$ cat config.mk
export PLATFORM = sky130hd
export DESIGN_NAME = logs_orbit_column
export DESIGN_NICKNAME = d
export VERILOG_FILES = /design/src/rtl/logs_orbit_column.sv
export SDC_FILE = /design/constraint.sdc
export NUM_CORES = 1
export LEC_CHECK = 0
export BUFFER_PORTS_ARGS = -buffer_cell sky130_fd_sc_hd__buf_2
export CORE_MARGIN = 2
export CORE_UTILIZATION = 40
export CTS_CLUSTER_DIAMETER = 40
export DETAILED_ROUTE_END_ITERATION = 10
export GPL_TIMING_DRIVEN = 0
export HOLD_SLACK_MARGIN = 0.12
export MAX_ROUTING_LAYER = met4
export PLACE_DENSITY = 0.64
export SYNTH_ARGS = -nofsm -noshare
export SYNTH_HDL_FRONTEND = slang
export SYNTH_SLANG_ARGS = --single-unit
$ cat constraint.sdc
create_clock -name clk -period 1.5 [get_ports clk]
set_input_delay 0.15 -clock clk [delete_from_list [all_inputs] [get_ports clk]]
set_output_delay 0.15 -clock clk [all_outputs]
set_load 0.005 [all_outputs]
$ cat src/rtl/logs_orbit_column.sv
// Bifurcation column builder: restarts the logistic-map iterator, skips SETTLE
// iterations, then ORs the next SAMPLES x codes into a one-hot occupancy bitmap.
module logs_orbit_column #(
  parameter int FRAC    = 4,
  parameter int SETTLE  = 16,
  parameter int SAMPLES = 32
) (
  input  logic                 clk,
  input  logic                 reset,
  input  logic                 start,
  input  logic [FRAC-1:0]      x,
  input  logic                 next_ready,
  output logic                 iter_reset,
  output logic                 busy,
  output logic                 col_valid,
  output logic [2**FRAC-1:0]   col_bits,
  input  logic                 col_ack
);

  // state   | meaning
  // IDLE    | waiting for start, last column (if any) still on col_bits
  // RESTART | one cycle; arms the iter_reset pulse
  // SETTLE  | discarding transient iterations
  // COLLECT | recording x codes into col_bits
  // HOLD    | column complete, col_valid high until col_ack

  localparam int MAXC = (SETTLE > SAMPLES) ? SETTLE : SAMPLES;
  localparam int CW   = $clog2(MAXC + 1);
  localparam logic [CW-1:0] SETTLE_C  = CW'(SETTLE);
  localparam logic [CW-1:0] SAMPLES_C = CW'(SAMPLES);

  typedef enum logic [2:0] {
    S_IDLE,
    S_RESTART,
    S_SETTLE,
    S_COLLECT,
    S_HOLD
  } state_t;

  state_t        state;
  logic [CW-1:0] cnt;
  logic [CW-1:0] cnt_inc;

  assign cnt_inc = cnt + CW'(1);

  // iter_reset and busy are registered off the RESTART state, so they rise one
  // edge after the state does; the pulse overlaps the first SETTLE/COLLECT cycle.
  always_ff @(posedge clk) begin
    if (reset) begin
      state      <= S_IDLE;
      cnt        <= '0;
      iter_reset <= 1'b0;
      busy       <= 1'b0;
      col_valid  <= 1'b0;
      col_bits   <= '0;
    end else begin
      case (state)
        S_IDLE: begin
          if (start) begin
            state    <= S_RESTART;
            col_bits <= '0;
            cnt      <= '0;
          end
        end
        S_RESTART: begin
          iter_reset <= 1'b1;
          busy       <= 1'b1;
          state      <= (SETTLE == 0) ? S_COLLECT : S_SETTLE;
        end
        S_SETTLE: begin
          iter_reset <= 1'b0;
          if (next_ready) begin
            if (cnt_inc == SETTLE_C) begin
              state <= S_COLLECT;
              cnt   <= '0;
            end else begin
              cnt <= cnt_inc;
            end
          end
        end
        S_COLLECT: begin
          iter_reset <= 1'b0;
          if (next_ready) begin
            col_bits[x] <= 1'b1;
            cnt         <= cnt_inc;
            if (cnt_inc == SAMPLES_C) begin
              state     <= S_HOLD;
              col_valid <= 1'b1;
            end
          end
        end
        S_HOLD: begin
          if (col_ack && start) begin
            state     <= S_RESTART;
            col_valid <= 1'b0;
            col_bits  <= '0;
            cnt       <= '0;
          end else if (col_ack) begin
            state     <= S_IDLE;
            col_valid <= 1'b0;
            busy      <= 1'b0;
          end
        end
        default: begin
          state <= S_IDLE;
        end
      endcase
    end
  end

endmodule

==> results.toml <==
[outcome]
status = "complete, but fails checks"
failed_checks = "setup timing"

[global_route]
grtUsageMet2_pct = 31.0
grt_max_degree = 15
use_met3_pct = 2.90
grtUsageTotal_pct = 18.5
antenna_found_initial = 0
grt_pass1_wl_um = 5210
gr-total-overflow = 0
grt_busiest_layer = "met2"
grt_use_met1_pct = 22.7
grt_pass1_vias = 1217

[route]
drt_iter0_markers = 42
dr.pass1.iters = 4
antenna_left = 0
viasPerCell = 5.28
drt-total-wl_um = 3160
avgRoutedWirePerCell_um = 12.8
vias = 1304
drc = 0

[timing]
grt_setup_unrepaired = "true"
clock-skew-final_ns = 0.00761
period_needed_ns = 1.55
finalCritPeriodShare_pct = 103
final.setup.worst_slack_ns = -0.0486
hold_viol_final = 0
worst_pin_slew_ns = 0.352
fmaxAchievable_ghz = 0.646
setup_violations = 6
slew_violations = 0
slew_headroom_pct = 76.5

[hold_path]
whs_path_depth = 4
min_path_type = "in -> reg"

[worst_setup_path]
worstSetupPathType = "reg -> reg"
cp-start-kind = "register"
cp.required_ns = 1.75
reg2reg_depth = 6
worstPathArrival_ns = 1.80
crit_path_end_kind = "register"
crit_fanout = 10

[clocking]
insertion_delay_ns = 0.31
cts_tree = "done"
clockBufferDepth = 2
cts_buffers = 3
cts_max_level = 1
clk_pin_slew_ns = 0.14
numClockSinks = 28
root_buffer = "clkbuf_4"

[die]
chipWidth_um = 62.1
initial_core_util_pct = 41.1
rows = 21
die_y_um = 62.1
core_um2 = 3280
die-area_um2 = 3860
num_io_pins = 28

[pwr]
power_uw = 2230
ir_drop_mv = 0.738
leakagePower_uw = 0.000691
power.density_nw_per_um2 = 1310

[synthesis]
syn_area_um2 = 1350
ys_seq_area_share_pct = 41.5
ys.flop_type = "dfxtp_1"
syn_nets = 175
yosysWarnings = 0
synth_cells = 165
synth_edf_count = 0
async_flop_share_pct = 0
synth-seq-cells = 28
syn_area_per_cell_um2 = 8.18
synth_area_leaders = "dfxtp_1 42%, nor2_1 9.5%, a21oi_1 9.3%, nor3_1 3.7%, nand2b_1 2.8%"
synth_top_area_cell = "dfxtp_1"
synth_top_area_share_pct = 41.5
ys_types = 45

[cells_and_area]
nets = 213
antennaDiodeCount = 0
area_delta_synth_final_pct = 26.6
fin_area_um2 = 1710
layout-drive-gt1-share_pct = 33.8

[placed_design]
place_area_um2 = 1550
dp_hpwl_um = 2270
gp_congestion = 0.843
pre_cts_ws_ns = -0.0841
place.port_buffers = 27

[job]
drv_cap = 0
==> path summary, 6_finish.rpt <==
check	startpoint	endpoint	slack (ns)
setup / recovery	state[2]	state[2]	-0.05
hold / removal	reset	cnt[1]	0.19
setup reg to reg	state[2]	state[2]	-0.05
hold reg to reg	col_bits[11]	col_bits[11]	0.48
==> critical path, cell delays in order (launching register included) <==
cell and delay [ns]:
dfxtp_2 0.36, buf_4 0.16, or4b_1 0.51, o211ai_4 0.14, buf_4 0.15, a21oi_1 0.06
nor2_1 0.12
==> cell usage after synthesis (all sizes together), types with 3 or more instances <==
cell	instances
nand2b	6
inv	3
a21oi	25
o21ai	5
dfxtp	28
buf	7
nand2	9
nor3	10
nor2	34
==> cell usage in the layout, fill, tap and decap left out, types with 2 or more instances in the layout <==
cell type / Yosys / layout
dfxtp_2: 0 / 6
buf_6: 2 / 2
buf_4: 2 / 7
clkbuf_4: 0 / 3
buf_2: 3 / 30
nand2b_1: 6 / 5
dfxtp_1: 28 / 22
nor2_1: 34 / 33
a32o_1: 2 / 2
o21ai_0: 4 / 4
nand2_1: 9 / 8
nand3_1: 2 / 2
a21oi_1: 25 / 25
and3_1: 2 / 2
nor3_1: 10 / 8
inv_1: 3 / 3
==> state kept, by name, indices dropped and copies added (netlist names) <==
| register | cells |
|---|---|
| busy | 1 |
| cnt | 6 |
| col_bits | 16 |
| col_valid | 1 |
| iter_reset | 1 |
| state | 3 |
==> routing by layer <==
| layer | up-vias | wire length (µm) |
|---|---|---|
| met3 | 4 | 139 |
| met5 | - | 0 |
| li1 | 664 | - |
| met4 | 0 | 36 |
| met2 | 31 | 1530 |
| met1 | 605 | 1450 |
==> cell type report <==
cell class                 instances  area [µm²]
tap                               46        57.6
inverter                           3        11.3
sequential                        28         568
fill                             323        1580
buffer                             7        52.6
multi-input combinational        127         815
timing repair buffer              33         183
clock buffer                       3        22.5
==> logic make-up (layout without fill, tap and decap cells) <==
group,count (synthesis),in the layout,share of synthesized area [%]
DFF,28,28,41.5
AOI/OAI and AO/OA,46,46,21.8
muxes,1,1,0.741
xor gates and xnor gates,1,1,0.649
buffers and inverters,10,46,4.73
and+or+nand+nor,78,78,29.7
adders and majority gates,1,1,0.927
==> power breakdown <==
part,internal (µW),total (µW),switching [µW]
clock network,93.7,289,196
registers,833,903,69.2
logic,471,1040,571
total,1400,2230,836
==> repair_timing <==
action                                 in CTS  in global routing
hold buffers                                1                  0
pin swaps                                   3                  2
setup endpoints to repair                  14                 17
endpoints found under the hold margin       1                  0
setup buffers                               3                  2
resized for setup                          14                  8
==> metrics by stage <==
stage,hold WS (ns),util [%],TNS (ns),std cells
floorplan,0.266,-,0,165
global placement,0.413,47.1,-0.177,238
detailed placement,0.429,47.1,-0.574,238
CTS,0.166,50.4,-0.0950,245
global route,0.184,52.0,-1.21,247
finish,0.190,52.0,-0.132,247
Power figures use the tool's default switching activity.
